===== config.mk =====
export PLATFORM = sky130hd
export DESIGN_NAME = uart_tx_buffered_flat
export DESIGN_NICKNAME = d
export VERILOG_FILES = /design/src/rtl/uart_tx_buffered_if.sv /design/src/rtl/uart_tx_buffered.sv /design/src/flat_wrapper.sv
export SDC_FILE = /design/constraint.sdc
export NUM_CORES = 1
export LEC_CHECK = 0
export BUFFER_PORTS_ARGS = -buffer_cell sky130_fd_sc_hd__buf_2
export CORE_UTILIZATION = 35
export CTS_CLUSTER_DIAMETER = 150
export CTS_CLUSTER_SIZE = 20
export DETAILED_ROUTE_END_ITERATION = 10
export PLACE_DENSITY = 0.53
export RECOVER_POWER = 100
export SYNTH_ARGS = -nofsm -noshare
export SYNTH_HDL_FRONTEND = slang
export SYNTH_SLANG_ARGS = --single-unit

===== constraint.sdc =====
create_clock -name clk -period 9.1 [get_ports clk]
set_input_delay 0.455 -clock clk [delete_from_list [all_inputs] [get_ports clk]]
set_output_delay 0.455 -clock clk [all_outputs]
set_load 0.05 [all_outputs]

===== src/rtl/uart_tx_buffered_if.sv =====
// Write-side handshake and line/status signals of the buffered UART transmitter.
interface uart_tx_buffered_if;
  logic       wr_en;
  logic [7:0] wr_data;
  logic       full;
  logic       empty;
  logic       busy;
  logic       overflow;
  logic       tx;

  modport master (
    output wr_en, wr_data,
    input  full, empty, busy, overflow, tx
  );

  modport slave (
    input  wr_en, wr_data,
    output full, empty, busy, overflow, tx
  );
endinterface


===== src/rtl/uart_tx_buffered.sv =====
// Buffered 8N1 UART transmitter: a circular byte FIFO feeding an LSB-first serialiser that
// sends queued bytes back-to-back at CLK_HZ/BAUD clocks per bit.
module uart_tx_buffered #(
  parameter int unsigned CLK_HZ     = 100_000_000,
  parameter int unsigned BAUD       = 9600,
  parameter int unsigned FIFO_DEPTH = 16
) (
  input  logic              clk,
  input  logic              reset,
  uart_tx_buffered_if.slave bus
);
  localparam int unsigned ClksPerBit = CLK_HZ / BAUD;
  localparam int unsigned CntW       = (ClksPerBit > 1) ? $clog2(ClksPerBit) : 1;
  localparam int unsigned PtrW       = $clog2(FIFO_DEPTH);
  localparam int unsigned CountW     = PtrW + 1;
  localparam logic [CntW-1:0]   BaudLast  = CntW'(ClksPerBit - 1);
  localparam logic [CountW-1:0] CountFull = CountW'(FIFO_DEPTH);

  typedef enum logic [1:0] {StIdle, StStart, StData, StStop} state_e;

  state_e            state_q, state_d;
  logic [7:0]        mem [FIFO_DEPTH];
  logic [PtrW-1:0]   wptr_q, wptr_d, rptr_q, rptr_d;
  logic [CountW-1:0] count_q, count_d;
  logic [CntW-1:0]   baud_cnt_q, baud_cnt_d;
  logic [2:0]        bit_idx_q, bit_idx_d;
  logic [7:0]        shift_q, shift_d;
  logic              tx_q, tx_d;
  logic              overflow_q, overflow_d;
  logic              full, empty, wr_acc, pop, baud_end;

  assign full     = (count_q == CountFull);
  assign empty    = (count_q == '0);
  assign wr_acc   = bus.wr_en && !full;
  assign baud_end = (baud_cnt_q == BaudLast);

  always_comb begin
    state_d    = state_q;
    baud_cnt_d = baud_cnt_q;
    bit_idx_d  = bit_idx_q;
    shift_d    = shift_q;
    tx_d       = tx_q;
    pop        = 1'b0;
    unique case (state_q)
      StIdle: begin
        tx_d = 1'b1;
        if (!empty) begin
          pop        = 1'b1;
          shift_d    = mem[rptr_q];
          tx_d       = 1'b0;
          baud_cnt_d = '0;
          state_d    = StStart;
        end
      end
      StStart: begin
        if (baud_end) begin
          tx_d       = shift_q[0];
          bit_idx_d  = '0;
          baud_cnt_d = '0;
          state_d    = StData;
        end else begin
          baud_cnt_d = baud_cnt_q + CntW'(1);
        end
      end
      StData: begin
        if (baud_end) begin
          baud_cnt_d = '0;
          if (bit_idx_q == 3'd7) begin
            tx_d    = 1'b1;
            state_d = StStop;
          end else begin
            // Shift register keeps the next bit at [1] so tx is loaded on the boundary edge.
            bit_idx_d = bit_idx_q + 3'd1;
            shift_d   = {1'b0, shift_q[7:1]};
            tx_d      = shift_q[1];
          end
        end else begin
          baud_cnt_d = baud_cnt_q + CntW'(1);
        end
      end
      StStop: begin
        if (baud_end) begin
          baud_cnt_d = '0;
          if (!empty) begin
            pop     = 1'b1;
            shift_d = mem[rptr_q];
            tx_d    = 1'b0;
            state_d = StStart;
          end else begin
            state_d = StIdle;
          end
        end else begin
          baud_cnt_d = baud_cnt_q + CntW'(1);
        end
      end
      default: state_d = StIdle;
    endcase
  end

  always_comb begin
    wptr_d     = wr_acc ? wptr_q + PtrW'(1) : wptr_q;
    rptr_d     = pop ? rptr_q + PtrW'(1) : rptr_q;
    overflow_d = bus.wr_en && full;
    count_d    = count_q;
    unique case ({wr_acc, pop})
      2'b10:   count_d = count_q + CountW'(1);
      2'b01:   count_d = count_q - CountW'(1);
      default: count_d = count_q;
    endcase
  end

  always_ff @(posedge clk) begin
    if (!reset) begin
      state_q    <= StIdle;
      wptr_q     <= '0;
      rptr_q     <= '0;
      count_q    <= '0;
      baud_cnt_q <= '0;
      bit_idx_q  <= '0;
      shift_q    <= '0;
      tx_q       <= 1'b1;
      overflow_q <= 1'b0;
    end else begin
      state_q    <= state_d;
      wptr_q     <= wptr_d;
      rptr_q     <= rptr_d;
      count_q    <= count_d;
      baud_cnt_q <= baud_cnt_d;
      bit_idx_q  <= bit_idx_d;
      shift_q    <= shift_d;
      tx_q       <= tx_d;
      overflow_q <= overflow_d;
    end
  end

  // Storage is not reset; only the pointers define valid contents.
  always_ff @(posedge clk) begin
    if (wr_acc) mem[wptr_q] <= bus.wr_data;
  end

  assign bus.tx       = tx_q;
  assign bus.busy     = (state_q != StIdle);
  assign bus.full     = full;
  assign bus.empty    = empty;
  assign bus.overflow = overflow_q;
endmodule


===== src/flat_wrapper.sv =====
// flat-port wrapper written by rule: the top's interface ports become plain ports
module uart_tx_buffered_flat 
#(
  parameter int unsigned CLK_HZ     = 100_000_000,
  parameter int unsigned BAUD       = 9600,
  parameter int unsigned FIFO_DEPTH = 16
)
  (clk, reset, bus_wr_en, bus_wr_data, bus_full, bus_empty, bus_busy, bus_overflow, bus_tx);
  uart_tx_buffered_if bus_i ();
  input  logic clk;
  input  logic reset;
  input wire logic [$bits(bus_i.wr_en)-1:0] bus_wr_en;
  input wire logic [$bits(bus_i.wr_data)-1:0] bus_wr_data;
  output wire logic [$bits(bus_i.full)-1:0] bus_full;
  output wire logic [$bits(bus_i.empty)-1:0] bus_empty;
  output wire logic [$bits(bus_i.busy)-1:0] bus_busy;
  output wire logic [$bits(bus_i.overflow)-1:0] bus_overflow;
  output wire logic [$bits(bus_i.tx)-1:0] bus_tx;
  assign bus_i.wr_en = bus_wr_en;
  assign bus_i.wr_data = bus_wr_data;
  assign bus_full = bus_i.full;
  assign bus_empty = bus_i.empty;
  assign bus_busy = bus_i.busy;
  assign bus_overflow = bus_i.overflow;
  assign bus_tx = bus_i.tx;
  uart_tx_buffered #(.CLK_HZ(CLK_HZ), .BAUD(BAUD), .FIFO_DEPTH(FIFO_DEPTH)) u_core (.clk(clk), .reset(reset), .bus(bus_i));
endmodule

# --- Word level (Yosys, flattened, before mapping) ---
# Memories as Yosys holds them, arrays and structs flattened. A register that Yosys moved wholly into a read port is not among the register bits.
# Cells that the tools add are included.
totals:
  reg_bits: 42
  ramBits: 128
  inputBits: 11
  output_inout_bits: 5
  mem_count: 1
memory_table:
  columns: ["name", "depth", "width", "rd", "rd_ports_with_merged_regs", "write_ports", "line_no", "source"]
  rows:
  - ["u_core.mem", 16, 8, 1, 1, 1, "uart_tx_buffered.sv:22", "logic [7:0] mem [FIFO_DEPTH];"]
classes:
  addsub: 6
  n_eq_ne: 15
  mux: 34
  n_reduce_logical: 14
ops:
  columns: ["op", "count"]
  rows:
  - ["8-bit two-way mux", 4]
  - ["14-bit two-way mux", 2]
  - ["14-bit case mux with 2 select lines", 1]
  - ["8-bit case mux with 3 select lines", 1]
  - ["14-bit by 1-bit adder with 14-bit output, second input constant", 1]
  - ["14-bit equality test, second input constant", 1]
  - ["4-bit AND reduction", 3]
  - ["1-bit two-way mux", 11]
  - ["2-bit two-way mux", 5]
  - ["5-bit case mux with 2 select lines", 1]
  - ["3-bit two-way mux", 3]
  - ["4-bit by 1-bit adder with 4-bit output, second input constant", 2]
  - ["4-bit two-way mux", 2]
  - ["2-bit by 1-bit inequality test with 1-bit output, second input constant", 4]
  - ["2-bit case mux with 4 select lines", 1]
  - ["2-bit equality test, second input constant", 3]
  - ["2-bit inequality test, second input constant", 3]
  - ["3-bit case mux with 2 select lines", 1]
  - ["2-bit nonzero test", 3]
  - ["5-bit by 1-bit adder with 5-bit output, second input constant", 1]
  - ["5-bit equality test, second input constant", 1]
  - ["5-bit zero test", 1]
  - ["5-bit AND reduction", 1]
  - ["5-bit by 1-bit subtractor with 5-bit output, second input constant", 1]
  - ["other kinds (10)", 12]

# --- Logic depth before layout (Yosys ltp) ---
# Gate-level depths: netlist of the first run.
logic_depth:
  depth_word: 6
  depth_mapped: 14
  ltp_nobuf: 13

# --- Least setup slack after synthesis of the first run ---
# OpenSTA, ideal clock, no wires.
synth_path:
  path_type: "reg2reg"
  startpoint: "register u_core.baud_cnt_q[7]"
  endpoint: "register u_core.count_q[4]"
  setup_ns: 0.132
  arrival_time_ns: 3.080
  setup_slack_ns: 5.887
  path_stages_with_launch: 14
  n_path_buf: 1
  cell_sequence: "dfxtp_1 > or3b_2 > nor4_2 > a21oi_1 > nor2_1 > ha_1 > clkbuf_1 > xor2_1 > ha_1 > a21oi_1 > o22ai_1 > a222oi_1 > or3_1 > a21oi_1"
synth_between:
  elab_chain_cells: 5
  word_cells_on_any_way: 7
  cone_classes: "3 x eq/ne; 3 x mux; 1 x reduce/logical"
synth_rtl:
  columns: ["element", "line_no", "source"]
  rows:
  - ["start: declaration", "uart_tx_buffered.sv:25", "logic [CntW-1:0] baud_cnt_q, baud_cnt_d;"]
  - ["start signal: assignment", "uart_tx_buffered.sv:128", "baud_cnt_q <= baud_cnt_d;"]
  - ["14-bit equality test (*)", "uart_tx_buffered.sv:35", "assign baud_end = (baud_cnt_q == BaudLast);"]
  - ["1-bit two-way mux (*)", "uart_tx_buffered.sv:82", "if (baud_end) begin"]
  - ["1-bit case mux with 2 select lines (*)", "uart_tx_buffered.sv:44", "unique case (state_q)"]
  - ["2-bit by 1-bit equality test with 1-bit output or 2-bit equality test (tied branches)", "uart_tx_buffered.sv:105", "unique case ({wr_acc, pop})"]
  - ["5-bit case mux with 2 select lines or 2-bit nonzero test (tied branches)", null, null]
  - ["end signal: assignment", "uart_tx_buffered.sv:127", "count_q <= count_d;"]
  - ["end: declaration", "uart_tx_buffered.sv:24", "logic [CountW-1:0] count_q, count_d;"]
# Mark *: on every way between the ends. The rest lies on a longest branch, timed or not.
# A chain may end at the register's enable or synchronous reset.

==> results.txt, run 1 <==
----------------------------------------------------
[Hold path]
  Number of instances on the worst hold path ... 2
  Min-Delay Path Class ... in -> reg

[Die]
  I/O pin cnt ... 16
  Die Span Y ... ~150 µm
  Initial Utilization ... 0.3594
  Width of the die ... roughly 150 µm
  Die area ... 21560 µm²
  Core box area ... slightly above 20000 µm²
  Total number of placement rows ... between 50 and 60

[Finish]
  Layout cell share with drive strength beyond 1 ... 0.1152
  Post-layout utilization of the core ... 0.4024
  Final nets ... approximately 550
  Filler cell count ... roughly 1900
  Footprint of the multi-input gates ... 2397 µm²
  Area delta synth->final ... 11.96%
  Sequential Area ... ~4800 µm²
  Antenna fix cells ... 0

[Yosys]
  Dominant cells by area after synthesis ... sky130_fd_sc_hd__edfxtp_1 (52%), sky130_fd_sc_hd__dfxtp_1 (13%), sky130_fd_sc_hd__mux4_2 (8.0%)
  Combinational family with the most area after synthesis ... multiplexers
  Compound-gate portion of the synthesized area ... 0.09850
  Synthesized flop and latch total ... 174
  Synthesized-area fraction occupied by and/or/nand/nor cells ... 0.08623
  Synth top cells by count ... sky130_fd_sc_hd__edfxtp_1 (128), sky130_fd_sc_hd__dfxtp_1 (46), sky130_fd_sc_hd__nor2_1 (34)
  Commonest register cell after synthesis ... sky130_fd_sc_hd__edfxtp_1
  Mean Syn Cell Area ... 14.28 µm²
  Unique cell type count in the Yosys netlist ... 56
  Mux contribution to synthesized area ... 0.1070
  Async S/R FF share, synth ... 0
  Cell taking the most area after synthesis ... sky130_fd_sc_hd__edfxtp_1
  Fraction of synthesized cell area in xor and xnor cells ... 0.008350
  Synthesized net count ... roughly 540
  Proportion of netlist area held by the largest area contributor ... 0.5235
  Post-synthesis share of cell area spent on full adders, half adders and majority gates ... 0.02727
  Most frequent cell after synthesis ... sky130_fd_sc_hd__edfxtp_1
  EDFF count, synth ... 128
  Number of warnings printed during yosys synthesis ... 0
  Share of synthesized area occupied by flip-flops and latches ... 0.6489
  Synthesized instance count ... 514
  Post-synthesis instance area ... ~7300 µm²

[Clocking]
  TritonCTS buffer count ... 17
  CTS tree ... yes
  Clock net sink count ... 174
  Largest buffer count on any clock path ... 2
  Clock-pin slew of the registers on the worst-case setup and hold paths ... 60 ps
  Post-CTS Hold Fix Bufs ... 0
  Clk_lat worst skew ... ~430 ps
  Clock Tree Root ... sky130_fd_sc_hd__clkbuf_16
  Quantity of gates resized following cts ... 0
  Post-CTS setup repair buffer count ... 0
  H-tree depth ... 4

[Timing]
  Final clock period utilization by the worst path ... 0.4924
  RSZ-0062 raised after global routing ... false
  Max Clock Freq ... around 220 MHz
  Measured slew at the worst slew-check pin ... 3326 ps
  Final setup fails ... 0
  Clock Skews ... 10.66 ps
  Post-Route Setup TNS ... 0 ps
  Worst slew slack as a fraction of its limit ... -1.217
  Max-slew violation total from the final report ... between 40 and 50
  Final hold viol count ... 0
  Post-layout minimum cycle time ... 4481 ps

[Setup path]
  Worst Reg2Reg Path Length in Cells ... 6
  Arrival time reported for the critical path endpoint ... roughly 4800 ps
  Largest stage delay, worst path ... roughly 2300 ps
  Startpoint type of the worst setup path ... flip-flop
  Largest fanout of any net on the critical path ... 40
  Cell type with the highest occurrence count on the critical path ... sky130_fd_sc_hd__a211oi_1
  Max stage delay cell, worst path ... sky130_fd_sc_hd__clkbuf_1
  Crit path required time ... about 9400 ps
  Critical-path cell list ... clkbuf_1 > mux4_2 > nor2b_1 > a211oi_1 > a211oi_1 > a221o_1
  Kind of capture point of the worst setup path ... flip-flop
  WS Path Type ... reg -> reg

[Routing]
  DR vias ... between 4000 and 5000
  Number of remaining DRC errors ... 0
  Initial drt markers ... 300
  DR pass1 iterations ... 5
  Number of nets with antenna violations after detailed routing ... 0
  Number of vias per cell after detailed routing ... around 5.3
  Total length of routed wires ... 15.33 mm
  Average wire per standard cell ... 18.97 µm

[Pwr]
  Peak ir drop on the vdd network ... around 130 µV
  Pleak ... about 2.6 nW
  Total power ... 0.002196 W
  Total power divided by cell area ... ~270 nW/µm²

[Status]
  Failing checks ... capacitance limit, slew limit
  Run status ... finished, violations left

[Global route]
  Total congestion overflow after global routing ... 0
  Global-route wire length before repair ... 24.62 mm
  Initial antenna violation count ... 0
  Via count of the first global-routing pass ... ~4300
  Largest net degree at the start of global routing ... 41
  GR Util All Layers ... 0.1531

[Place]
  Final Wtd Congestion ... ~0.75
  Detailed placement HPWL ... just over 10 mm
  Buffers on Ports ... 15

[Job]
  Number of max-capacitance violations reported ... 1

----------------------------------------------------
-- report_power, final --
group	switching [W]	leakage (nW)	internal (W)
Combinational	0.000327	0.821	0.000205
Sequential	0.0000391	1.53	0.000906
Clock	0.000311	0.274	0.000407
Total	0.000677	2.63	0.00152
-- logic make-up (layout without fill, tap and decap cells) --
kind of cell / count (synthesis) / in the layout
AOI/OAI and AO/OA: 105 / 105
xor gates and xnor gates: 7 / 7
adders and majority gates: 16 / 16
buffers and inverters: 42 / 66
DFF: 174 / 174
muxes: 46 / 46
and+or+nand+nor: 124 / 124
-- worst max-delay path: cells and delay by family (launching register included) --
family | cells | cell delay [ps]
DFF | 1 | 310
AOI/OAI and AO/OA | 3 | 800
muxes | 1 | 750
buffers and inverters | 1 | 2340
and+or+nand+nor | 1 | 150
-- final timing paths --
| kind | start | to | slack, ps |
|---|---|---|---|
| setup / recovery | flip-flop | u_core.shift_q[0] | 4620 |
| hold / removal | bus_wr_en | u_core.bus.overflow | 270 |
| setup reg to reg | flip-flop | u_core.shift_q[0] | 4620 |
| hold reg to reg | u_core.bit_idx_q[1] | u_core.bit_idx_q[1] | 490 |
-- sequential cells by signal, indices dropped and copies added, names as in the netlist, 2 cells and up, named ones only --
name               flops
u_core.count_q         5
u_core.rptr_q          4
u_core.state_q         2
u_core.shift_q         8
u_core.mem           128
u_core.baud_cnt_q     14
u_core.bit_idx_q       3
u_core.wptr_q          4
-- final cells by class --
| class | count | area share |
|---|---|---|
| Clock buffer | 17 | 0.05175 |
| Clock inverter | 13 | 0.01857 |
| Inverter | 14 | 0.006393 |
| Multi-Input combinational cell | 298 | 0.2916 |
| Sequential cell | 174 | 0.5798 |
| Tap cell | 270 | 0.04110 |
| Timing Repair Buffer | 22 | 0.01081 |
-- metal layers --
| layer | GRT usage | share of wire |
|---|---|---|
| met1 | 0.2034 | 0.46 |
| met2 | 0.2441 | 0.48 |
| met3 | 0.03944 | 0.047 |
| met4 | 0.05000 | 0.014 |
| met5 | 0 | 0 |
-- stage by stage --
stage | cells | hold slack, ps | instance area (µm²) | worst slack (ps)
after CTS | 808 | 262.6 | 8265 | 5616
after floorplan | 514 | 448.4 | 7342 | 5887
final | 808 | 269.6 | 8220 | 4619
after detailed placement | 778 | 473.4 | 7687 | 5624
after global placement | 778 | 458.5 | 7687 | 5723
after global routing | 808 | 282.2 | 8220 | 4050
-- cell usage in the layout, fill, tap and decap left out, types with 4 or more instances in the layout --
cell type,n
sky130_fd_sc_hd__dfxtp_1,45
sky130_fd_sc_hd__clkbuf_1,19
sky130_fd_sc_hd__inv_6,4
sky130_fd_sc_hd__a221oi_1,9
sky130_fd_sc_hd__mux2i_1,20
sky130_fd_sc_hd__nand3b_1,6
sky130_fd_sc_hd__nor2_1,34
sky130_fd_sc_hd__a22oi_1,8
sky130_fd_sc_hd__a221o_1,7
sky130_fd_sc_hd__ha_1,16
sky130_fd_sc_hd__mux4_2,26
sky130_fd_sc_hd__nand3_1,8
sky130_fd_sc_hd__and2_1,6
sky130_fd_sc_hd__a311oi_1,4
sky130_fd_sc_hd__a21oi_1,26
sky130_fd_sc_hd__nand2b_1,5
sky130_fd_sc_hd__nor4_1,5
sky130_fd_sc_hd__clkbuf_16,17
sky130_fd_sc_hd__xor2_1,5
sky130_fd_sc_hd__or4_1,4
sky130_fd_sc_hd__o21ai_0,20
sky130_fd_sc_hd__edfxtp_1,128
sky130_fd_sc_hd__nand2_1,28
sky130_fd_sc_hd__or3_1,6
sky130_fd_sc_hd__nor3_1,8
sky130_fd_sc_hd__inv_1,13
sky130_fd_sc_hd__o31ai_1,7
No activity file was read; power rests on OpenSTA's default activity.
==> run 2: changes to the inputs <==
--- a/config.mk
+++ b/config.mk
@@ -5,6 +5,7 @@
 export SDC_FILE = /design/constraint.sdc
 export NUM_CORES = 1
 export LEC_CHECK = 0
+export ABC_AREA = 1
 export BUFFER_PORTS_ARGS = -buffer_cell sky130_fd_sc_hd__buf_2
 export CORE_UTILIZATION = 35
 export CTS_CLUSTER_DIAMETER = 150
==> constraint.sdc (replaced) <==
create_clock -name clk -period 4.2 [get_ports clk]
set_input_delay 0.21 -clock clk [delete_from_list [all_inputs] [get_ports clk]]
set_output_delay 0.21 -clock clk [all_outputs]
set_load 0.05 [all_outputs]
==> run 2 against run 1 <==
The run still ends with capacitance limit, slew limit left. Critical path type unchanged. Clock skew increased by 2.5 ps. Area after synthesis increased by 7.8%. Global-route usage increased by 0.93 points. Synthesized cell count increased by 64%. Sequential power increased by 110%. Highest routed layer unchanged. Sequential share of layout area decreased by 3.2 points. Cell count increased by 41%. Register-to-register slack got worse by 3500 ps. Non-clock buffer count decreased by 5. Critical path depth increased by 11. Worst hold slack got worse by 260 ps. Die area increased by 7.7%.
==> results.txt, run 2 <==
----------------------------------------------------
[Finish]
  Most frequent cells in the layout ... sky130_fd_sc_hd__nand2_1 (230), sky130_fd_sc_hd__edfxtp_1 (128), sky130_fd_sc_hd__nand3_1 (98), sky130_fd_sc_hd__inv_1 (90), sky130_fd_sc_hd__nor2_1 (80) (was sky130_fd_sc_hd__edfxtp_1 (128), sky130_fd_sc_hd__dfxtp_1 (45), sky130_fd_sc_hd__nor2_1 (34), sky130_fd_sc_hd__nand2_1 (28))
  Filler cell count ... 2198 (was 1908)
  Most frequent standard cell in the layout excluding fill and tap cells ... sky130_fd_sc_hd__nand2_1 (was sky130_fd_sc_hd__edfxtp_1)
  Post-layout utilization of the core ... 0.3948 (was 0.4024)
  Flip-flop count of the largest register after layout ... 128 (unchanged)
  Area delta synth->final ... 9.847% (was 11.96%)
  Antenna fix cells ... 0 (unchanged)
  Layout cell share with drive strength beyond 1 ... 0.07201 (was 0.1152)
  Top Registers ... u_core.mem x128, u_core.baud_cnt_q x14, u_core.shift_q x8 (unchanged)
  Final design area excluding fillers ... 8696 µm² (was 8220 µm²)
  Biggest register ... u_core.mem (unchanged)
  Final nets ... 876 (was 554)

[Yosys]
  Post-synthesis instance area ... 7916 µm² (was 7342 µm²)
  Share of synthesized area occupied by flip-flops and latches ... 0.6019 (was 0.6489)
  Proportion of netlist area held by the largest area contributor ... 0.4855 (was 0.5235)
  Number of warnings printed during yosys synthesis ... 0 (unchanged)
  Dominant cells by area after synthesis ... sky130_fd_sc_hd__edfxtp_1 (49%), sky130_fd_sc_hd__dfxtp_1 (12%), sky130_fd_sc_hd__nand2_1 (11%) (was sky130_fd_sc_hd__edfxtp_1 (52%), sky130_fd_sc_hd__dfxtp_1 (13%), sky130_fd_sc_hd__mux4_2 (8.0%))
  Async S/R FF share, synth ... 0 (unchanged)
  Most frequent cell after synthesis ... sky130_fd_sc_hd__nand2_1 (was sky130_fd_sc_hd__edfxtp_1)
  EDFF count, synth ... 128 (unchanged)
  Synthesized flop and latch total ... 174 (unchanged)
  Mux contribution to synthesized area ... 0 (was 0.1070)
  Post-synthesis share of cell area spent on full adders, half adders and majority gates ... 0.02529 (was 0.02727)
  Unique cell type count in the Yosys netlist ... 35 (was 56)
  Cell taking the most area after synthesis ... sky130_fd_sc_hd__edfxtp_1 (unchanged)
  Commonest register cell after synthesis ... sky130_fd_sc_hd__edfxtp_1 (unchanged)
  Synthesized-area fraction occupied by and/or/nand/nor cells ... 0.2303 (was 0.08623)
  Compound-gate portion of the synthesized area ... 0.06243 (was 0.09850)
  Mean Syn Cell Area ... 9.380 µm² (was 14.28 µm²)
  Synthesized instance count ... 844 (was 514)
  Combinational family with the most area after synthesis ... simple AND/OR/NAND/NOR gates (was multiplexers)
  Synth top cells by count ... sky130_fd_sc_hd__nand2_1 (226), sky130_fd_sc_hd__edfxtp_1 (128), sky130_fd_sc_hd__nand3_1 (96) (was sky130_fd_sc_hd__edfxtp_1 (128), sky130_fd_sc_hd__dfxtp_1 (46), sky130_fd_sc_hd__nor2_1 (34))
  Fraction of synthesized cell area in xor and xnor cells ... 0.008851 (was 0.008350)
  Synthesized net count ... 871 (was 541)

[Timing]
  Worst slew slack as a fraction of its limit ... -0.3677 (was -1.217)
  Setup ws final ... 1130 ps (was 4619 ps)
  Final hold viol count ... 0 (unchanged)
  Measured slew at the worst slew-check pin ... 2049 ps (was 3326 ps)
  Max Clock Freq ... 325.7 MHz (was 223.2 MHz)
  Max-slew violation total from the final report ... 61 (was 41)
  Final clock period utilization by the worst path ... 0.7310 (was 0.4924)
  RSZ-0062 raised after global routing ... false (unchanged)
  Post-Route Setup TNS ... 0 ps (unchanged)
  Final setup fails ... 0 (unchanged)
  Hold Slack ... 13.72 ps (was 269.6 ps)
  Post-layout minimum cycle time ... 3070 ps (was 4481 ps)
  Clock Skews ... 13.12 ps (was 10.66 ps)

[Global route]
  GR Util All Layers ... 0.1624 (was 0.1531)
  Largest net degree at the start of global routing ... 69 (was 41)
  Via count of the first global-routing pass ... 5177 (was 4324)
  Total congestion overflow after global routing ... 0 (unchanged)
  Initial antenna violation count ... 0 (unchanged)
  Global-route layer with the greatest usage ... met2 (unchanged)
  Met3 usage in global routing ... 0.03441 (was 0.03944)
  GR Util met1 ... 0.2213 (was 0.2034)
  Met2 Track Usage GR ... 0.2592 (was 0.2441)
  Global-route wire length before repair ... 28.77 mm (was 24.62 mm)

[Place]
  Detailed placement HPWL ... 11.19 mm (was 10.08 mm)
  Final Wtd Congestion ... 0.8362 (was 0.7488)
  Worst-case setup slack after placement ... 1512 ps (was 5624 ps)
  Cell area after placement ... 8182 µm² (was 7687 µm²)
  Buffers on Ports ... 15 (unchanged)

[Routing]
  DR pass1 iterations ... 5 (unchanged)
  Number of vias per cell after detailed routing ... 4.795 (was 5.324)
  Initial drt markers ... 400 (was 300)
  Average wire per standard cell ... 15.91 µm (was 18.97 µm)
  Number of nets with antenna violations after detailed routing ... 0 (unchanged)
  Total length of routed wires ... 18.15 mm (was 15.33 mm)
  DR vias ... 5471 (was 4302)
  Number of remaining DRC errors ... 0 (unchanged)

[Hold path]
  Min-Delay Path Class ... in -> reg (unchanged)
  Min-Delay Startpoint ... bus_wr_en (unchanged)

[Clocking]
  Clk_lat worst skew ... 430 ps (about the same)
  Largest buffer count on any clock path ... 2 (unchanged)
  Post-CTS Hold Fix Bufs ... 0 (unchanged)
  Clock net sink count ... 174 (unchanged)
  CTS tree ... yes (unchanged)
  Clock Tree Root ... sky130_fd_sc_hd__clkbuf_16 (unchanged)
  Clock-pin slew of the registers on the worst-case setup and hold paths ... 70 ps (was 60 ps)
  TritonCTS buffer count ... 17 (unchanged)
  Quantity of gates resized following cts ... 0 (unchanged)
  Post-CTS setup repair buffer count ... 0 (unchanged)
  H-tree depth ... 4 (unchanged)

[Setup path]
  WS Path Type ... reg -> reg (unchanged)
  Reg2Reg Launch Point ... u_core.baud_cnt_q[0]
  Startpoint type of the worst setup path ... flip-flop (unchanged)
  Largest fanout of any net on the critical path ... 9 (was 40)
  Total buffers and inverters traversed by the critical path ... 2 (was 1)
  Dominant delay contributor by cell family on the critical path ... simple AND/OR/NAND/NOR gates (was buffers and inverters)
  Max stage delay cell, worst path ... sky130_fd_sc_hd__dfxtp_1 (was sky130_fd_sc_hd__clkbuf_1)
  Kind of capture point of the worst setup path ... flip-flop (unchanged)
  Cell type with the highest occurrence count on the critical path ... sky130_fd_sc_hd__nand2_1 (was sky130_fd_sc_hd__a211oi_1)
  Arrival time reported for the critical path endpoint ... 3430 ps (was 4800 ps)
  Internal reg-to-reg setup slack ... 1130 ps (was 4620 ps)
  Largest stage delay, worst path ... 370 ps (was 2340 ps)
  Launching element of the worst setup path ... u_core.baud_cnt_q[0]
  Critical-path cell list ... ha_1 > nand3_1 > nor2_1 > nand2_2 > nand2_1 > nand2_1 > clkinvlp_2 > ha_1 > xor2_1 > ha_1 > inv_1 > nand2_1 > nand2_1 > o21ai_0 > xor2_1 > nand2_1 > a21oi_1 (was clkbuf_1 > mux4_2 > nor2b_1 > a211oi_1 > a211oi_1 > a221o_1)
  Crit path required time ... 4560 ps (was 9420 ps)

[Die]
  Core box area ... 22030 µm² (was 20430 µm²)
  Width of the die ... 152.4 µm (was 146.8 µm)
  Initial Utilization ... 0.3594 (about the same)
  Total number of placement rows ... 54 (was 52)
  I/O pin cnt ... 16 (unchanged)
  Die Span Y ... 152.4 µm (was 146.8 µm)
  Die area ... 23220 µm² (was 21560 µm²)

[Pwr]
  Internal power ... 0.003228 W (was 0.001519 W)
  Part of the total power dissipated in the clock network ... 0.307 (was 0.327)
  Pleak ... 3.432 nW (was 2.625 nW)
  Peak ir drop on the vdd network ... 352.9 µV (was 127.7 µV)
  Proportion of power drawn by flip-flops and latches ... 0.398 (was 0.431)
  Switching pwr ... 0.001870 W (was 0.0006771 W)
  Combinational Power Share ... 0.295 (was 0.242)
  Switching fraction of total power ... 0.3668 (was 0.3084)
  Total power divided by cell area ... 586.3 nW/µm² (was 267.1 nW/µm²)

[Status]
  Run status ... finished, violations left (unchanged)
  Failing checks ... capacitance limit, slew limit (unchanged)

[Job]
  Number of max-capacitance violations reported ... 1 (unchanged)

----------------------------------------------------
==> run 2: worst paths after layout <==
| check | endpoint | depth (start not counted) |
|---|---|---|
| setup / recovery | u_core.count_q[4] | 17 |
| setup reg to reg | u_core.count_q[4] | 17 |
| hold reg to reg | u_core.bit_idx_q[2] | 2 |
| hold / removal | u_core.bus.overflow | 3 |
==> run 2: logic make-up after synthesis <==
group | Yosys count
simple gates | 425
xor+xnor | 8
buf+inv | 133
flops | 174
compound gates | 88
fa+ha+maj | 16
==> run 2: layout make-up <==
type | count | area [µm²] | share of cell area
clock buffers | 18 | 429.2 | 0.04935
clock inverters | 13 | 146.4 | 0.01683
inverters | 102 | 384.1 | 0.04417
multi-input cells | 537 | 2546 | 0.2928
flip-flops and latches | 174 | 4766 | 0.5481
well taps | 280 | 350.3 | 0.04029
repair buffers | 17 | 73.82 | 0.008489
==> run 2: power by group through the flow <==
stage	registers, W	clock network [W]	logic (W)
after CTS	0.00203	0.00159	0.00154
after global placement	0.00206	0	0.00154
after global routing	0.00204	0.00167	0.00170
after detailed placement	0.00207	0	0.00154
after floorplan	0.00207	0	0.00118
final	0.00203	0.00156	0.00151
==> run 2: routing by layer <==
metal	share of wire	wire, µm
met5	0	0
met4	0.014	251
met3	0.036	661
met2	0.47	8470
met1	0.48	8766
==> run 2: worst min-delay path, delay by kind of cell <==
family | cells | cell delay (ps)
buffers and inverters | 1 | 110
AND/OR/NAND/NOR | 2 | 90
==> run 2: through the flow <==
step,instances,power [W]
floorplan,844,0.003246
global placement,1110,0.003600
detailed placement,1110,0.003608
CTS,1141,0.005165
global route,1141,0.005412
finish,1141,0.005098
==> run 3: changes to the inputs <==
--- a/config.mk
+++ b/config.mk
@@ -5,7 +5,7 @@
 export SDC_FILE = /design/constraint.sdc
 export NUM_CORES = 1
 export LEC_CHECK = 0
-export ABC_AREA = 1
+export ABC_AREA = 0
 export BUFFER_PORTS_ARGS = -buffer_cell sky130_fd_sc_hd__buf_2
 export CORE_UTILIZATION = 35
 export CTS_CLUSTER_DIAMETER = 150
==> constraint.sdc (replaced) <==
create_clock -name clk -period 3 [get_ports clk]
set_input_delay 0.15 -clock clk [delete_from_list [all_inputs] [get_ports clk]]
set_output_delay 0.15 -clock clk [all_outputs]
set_load 0.05 [all_outputs]
==> run 3 against run 2 <==
The run now ends clean. Via count decreased by 19%. First-iteration DRC count decreased by 38%. Utilization increased by 2.1 points. Sequential cell count unchanged. Total power increased by 33%. Global-route usage decreased by 0.95 points. Non-clock buffer count increased by 26. Register-to-register slack got worse by 1000 ps. Clock power increased by 40%. Cell count decreased by 27%. Wire length decreased by 15%. Worst hold slack improved by 23 ps. Critical path type unchanged. Highest routed layer unchanged.
==> results.txt, run 3 (synthesis gave the netlist of run 1 again) <==
----------------------------------------------------
[Finish]
  Most frequent cells in the layout ... sky130_fd_sc_hd__edfxtp_1 (128), sky130_fd_sc_hd__dfxtp_1 (42), sky130_fd_sc_hd__nor2_1 (33), sky130_fd_sc_hd__nand2_1 (28) (was sky130_fd_sc_hd__nand2_1 (230), sky130_fd_sc_hd__edfxtp_1 (128), sky130_fd_sc_hd__nand3_1 (98), sky130_fd_sc_hd__inv_1 (90), sky130_fd_sc_hd__nor2_1 (80))
  Most frequent standard cell in the layout excluding fill and tap cells ... sky130_fd_sc_hd__edfxtp_1 (was sky130_fd_sc_hd__nand2_1)
  Antenna fix cells ... 0 (unchanged)
  Top Registers ... u_core.mem x128, u_core.baud_cnt_q x14, u_core.shift_q x8 (unchanged)
  Count of non-filler cells in the finished layout ... 831 (was 1141)
  Final nets ... 575 (was 876)
  Flip-flop count of the largest register after layout ... 128 (unchanged)
  Post-layout utilization of the core ... 0.4155 (was 0.3948)
  Layout cell share with drive strength beyond 1 ... 0.1872 (was 0.07201)
  Biggest register ... u_core.mem (unchanged)
  Area delta synth->final ... 15.61% (was 9.847%)

[Setup path]
  Largest fanout of any net on the critical path ... 3 (was 9)
  Cell type with the highest occurrence count on the critical path ... sky130_fd_sc_hd__a21oi_2 (was sky130_fd_sc_hd__nand2_1)
  Critical-path cell list ... or4b_4 > nor4_4 > a21oi_2 > nor2_2 > ha_2 > xor2_2 > ha_2 > a21oi_2 > o22ai_1 > a222oi_1 > or3_1 > a21oi_2 (was ha_1 > nand3_1 > nor2_1 > nand2_2 > nand2_1 > nand2_1 > clkinvlp_2 > ha_1 > xor2_1 > ha_1 > inv_1 > nand2_1 > nand2_1 > o21ai_0 > xor2_1 > nand2_1 > a21oi_1)
  Arrival time reported for the critical path endpoint ... 3190 ps (was 3430 ps)
  Largest stage delay, worst path ... 550 ps (was 370 ps)
  Dominant delay contributor by cell family on the critical path ... simple AND/OR/NAND/NOR gates (unchanged)
  WS Path Type ... reg -> reg (unchanged)
  R2R Path End ... u_core.count_q[4] (unchanged)
  Crit path required time ... 3300 ps (was 4560 ps)
  Kind of capture point of the worst setup path ... flip-flop (unchanged)
  Internal reg-to-reg setup slack ... 110 ps (was 1130 ps)
  Startpoint type of the worst setup path ... flip-flop (unchanged)
  Total buffers and inverters traversed by the critical path ... 0 (was 2)
  Max stage delay cell, worst path ... sky130_fd_sc_hd__or4b_4 (was sky130_fd_sc_hd__dfxtp_1)
  Reg2Reg Launch Point ... u_core.baud_cnt_q[4] (was u_core.baud_cnt_q[0])
  Worst Reg2Reg Path Length in Cells ... 12 (was 17)

[Pwr]
  Switching fraction of total power ... 0.3250 (was 0.3668)
  Total power divided by cell area ... 796.7 nW/µm² (was 586.3 nW/µm²)
  Proportion of power drawn by flip-flops and latches ... 0.430 (was 0.398)
  Internal power ... 0.004565 W (was 0.003228 W)
  Pleak ... 2.806 nW (was 3.432 nW)
  Total power ... 0.006762 W (was 0.005098 W)
  Combinational Power Share ... 0.248 (was 0.295)
  Part of the total power dissipated in the clock network ... 0.322 (was 0.307)
  Switching pwr ... 0.002198 W (was 0.001870 W)
  Peak ir drop on the vdd network ... 315.1 µV (was 352.9 µV)

[Global route]
  Global-route wire length before repair ... 24.70 mm (was 28.77 mm)
  Initial antenna violation count ... 0 (unchanged)
  GR Util All Layers ... 0.1528 (was 0.1624)
  Global-route layer with the greatest usage ... met2 (unchanged)
  Met2 Track Usage GR ... 0.2398 (was 0.2592)
  Largest net degree at the start of global routing ... 32 (was 69)
  Via count of the first global-routing pass ... 4344 (was 5177)
  Total congestion overflow after global routing ... 0 (unchanged)
  GR Util met1 ... 0.2100 (was 0.2213)
  Met3 usage in global routing ... 0.02795 (was 0.03441)

[Routing]
  Average wire per standard cell ... 18.56 µm (was 15.91 µm)
  Number of nets with antenna violations after detailed routing ... 0 (unchanged)
  Initial drt markers ... 249 (was 400)
  Number of remaining DRC errors ... 0 (unchanged)
  Number of vias per cell after detailed routing ... 5.304 (was 4.795)
  DR vias ... 4408 (was 5471)
  Total length of routed wires ... 15.42 mm (was 18.15 mm)
  DR pass1 iterations ... 5 (unchanged)

[Clocking]
  TritonCTS buffer count ... 17 (unchanged)
  H-tree depth ... 4 (unchanged)
  CTS tree ... yes (unchanged)
  Largest buffer count on any clock path ... 2 (unchanged)
  Clock net sink count ... 174 (unchanged)
  Clk_lat worst skew ... 430 ps (about the same)
  Clock Tree Root ... sky130_fd_sc_hd__clkbuf_16 (unchanged)
  Clock-pin slew of the registers on the worst-case setup and hold paths ... 70 ps (about the same)

[Die]
  I/O pin cnt ... 16 (unchanged)
  Initial Utilization ... 0.3594 (about the same)
  Total number of placement rows ... 52 (was 54)
  Core box area ... 20430 µm² (was 22030 µm²)
  Die Span Y ... 146.8 µm (was 152.4 µm)
  Die area ... 21560 µm² (was 23220 µm²)
  Width of the die ... 146.8 µm (was 152.4 µm)

[Timing]
  Measured slew at the worst slew-check pin ... 1012 ps (was 2049 ps)
  Setup ws final ... 112.1 ps (was 1130 ps)
  Final hold viol count ... 0 (unchanged)
  Max Clock Freq ... 346.3 MHz (was 325.7 MHz)
  RSZ-0062 raised after global routing ... true (was false)
  Clock Skews ... 12.90 ps (was 13.12 ps)
  Worst slew slack as a fraction of its limit ... 0.3227 (was -0.3677)
  Post-Route Setup TNS ... 0 ps (unchanged)
  Max-slew violation total from the final report ... 0 (was 61)
  Final clock period utilization by the worst path ... 0.9626 (was 0.7310)
  Final setup fails ... 0 (unchanged)
  Post-layout minimum cycle time ... 2888 ps (was 3070 ps)

[Hold path]
  Min-Delay Path Class ... in -> reg (unchanged)
  Number of instances on the worst hold path ... 2 (was 3)
  Hold Crit Endpoint ... u_core.bus.tx (was u_core.bus.overflow)
  Min-Delay Startpoint ... reset (was bus_wr_en)

[Place]
  Final Wtd Congestion ... 0.8007 (was 0.8362)
  Inst Count DP ... 796 (was 1110)
  Buffers on Ports ... 15 (unchanged)
  Detailed placement HPWL ... 10.22 mm (was 11.19 mm)
  Worst-case setup slack after placement ... 41.25 ps (was 1512 ps)

[Job]
  Number of max-capacitance violations reported ... 0 (was 1)

[Status]
  Run status ... completed (was finished, violations left)

----------------------------------------------------
==> run 3: changes by cell type in the layout (fill, tap and decap cells not counted), sizes merged, moves of 16 or more <==
| cell | change |
|---|---|
| buf | +28 |
| nor2 | -50 |
| inv | -85 |
| mux2i | +20 |
| nand3 | -91 |
| a21oi | -16 |
| o21ai | -17 |
| mux4 | +26 |
| nand2 | -207 |
==> run 3: per-layer routing <==
metal  wire [µm]  up-vias
met5           0        -
met4         210        0
met3         438       15
met2        7462       76
met1        7310     2235
li1            -     2082
==> run 3: per-stage QoR <==
stage,cell area (µm²),hold slack [ps]
2_1_floorplan,7361,241.3
3_3_place_gp,7851,393.3
3_5_place_dp,7851,393.8
4_1_cts,8454,22.95
5_1_grt,8488,39.74
6_report,8488,36.26
==> run 3: power groups by stage <==
stage	Clock, W	Sequential, W	Combinational, W
after floorplan	0	0.00290	0.00125
after global placement	0	0.00295	0.00161
after detailed placement	0	0.00296	0.00163
after CTS	0.00223	0.00291	0.00164
after global routing	0.00232	0.00294	0.00184
final	0.00218	0.00291	0.00168
==> run 3: cell type report <==
cell class                      instances  area, µm²
Timing Repair Buffer                   43      287.8
Clock inverter                         14      163.9
Inverter                               14      52.55
Sequential cell                       174       4772
Clock buffer                           18      429.2
Multi-Input combinational cell        298       2445
Tap cell                              270      337.8
Fill cell                            1898      11940
==> run 3: timing repair <==
item | in CTS | in global routing
gates resized for setup | 0 | 12
hold endpoints to repair | 1 | 0
buffers inserted | 0 | 2
hold buffers | 1 | 0
setup endpoints to repair | 0 | 2
==> run 3: worst reg2reg max path: cells and delay by family, from the launching register on <==
kind | cells | cell delay (ps)
DFF | 1 | 320
and+or+nand+nor | 4 | 1170
xor gates and xnor gates | 1 | 70
adders and majority gates | 2 | 390
AOI/OAI and AO/OA | 5 | 810
==> run 3: worst max-delay path by stage <==
stage                     slack (ps)                 to  depth (start not counted)                  from
after floorplan                  0.2  u_core.count_q[4]                         13  u_core.baud_cnt_q[4]
after detailed placement          40  u_core.count_q[4]                         12  u_core.baud_cnt_q[9]
after global placement            80  u_core.count_q[4]                         12  u_core.baud_cnt_q[9]
after global routing             -70  u_core.count_q[4]                         12  u_core.baud_cnt_q[4]
after CTS                          7  u_core.count_q[4]                         12  u_core.baud_cnt_q[9]
final                            110  u_core.count_q[4]                         12  u_core.baud_cnt_q[4]
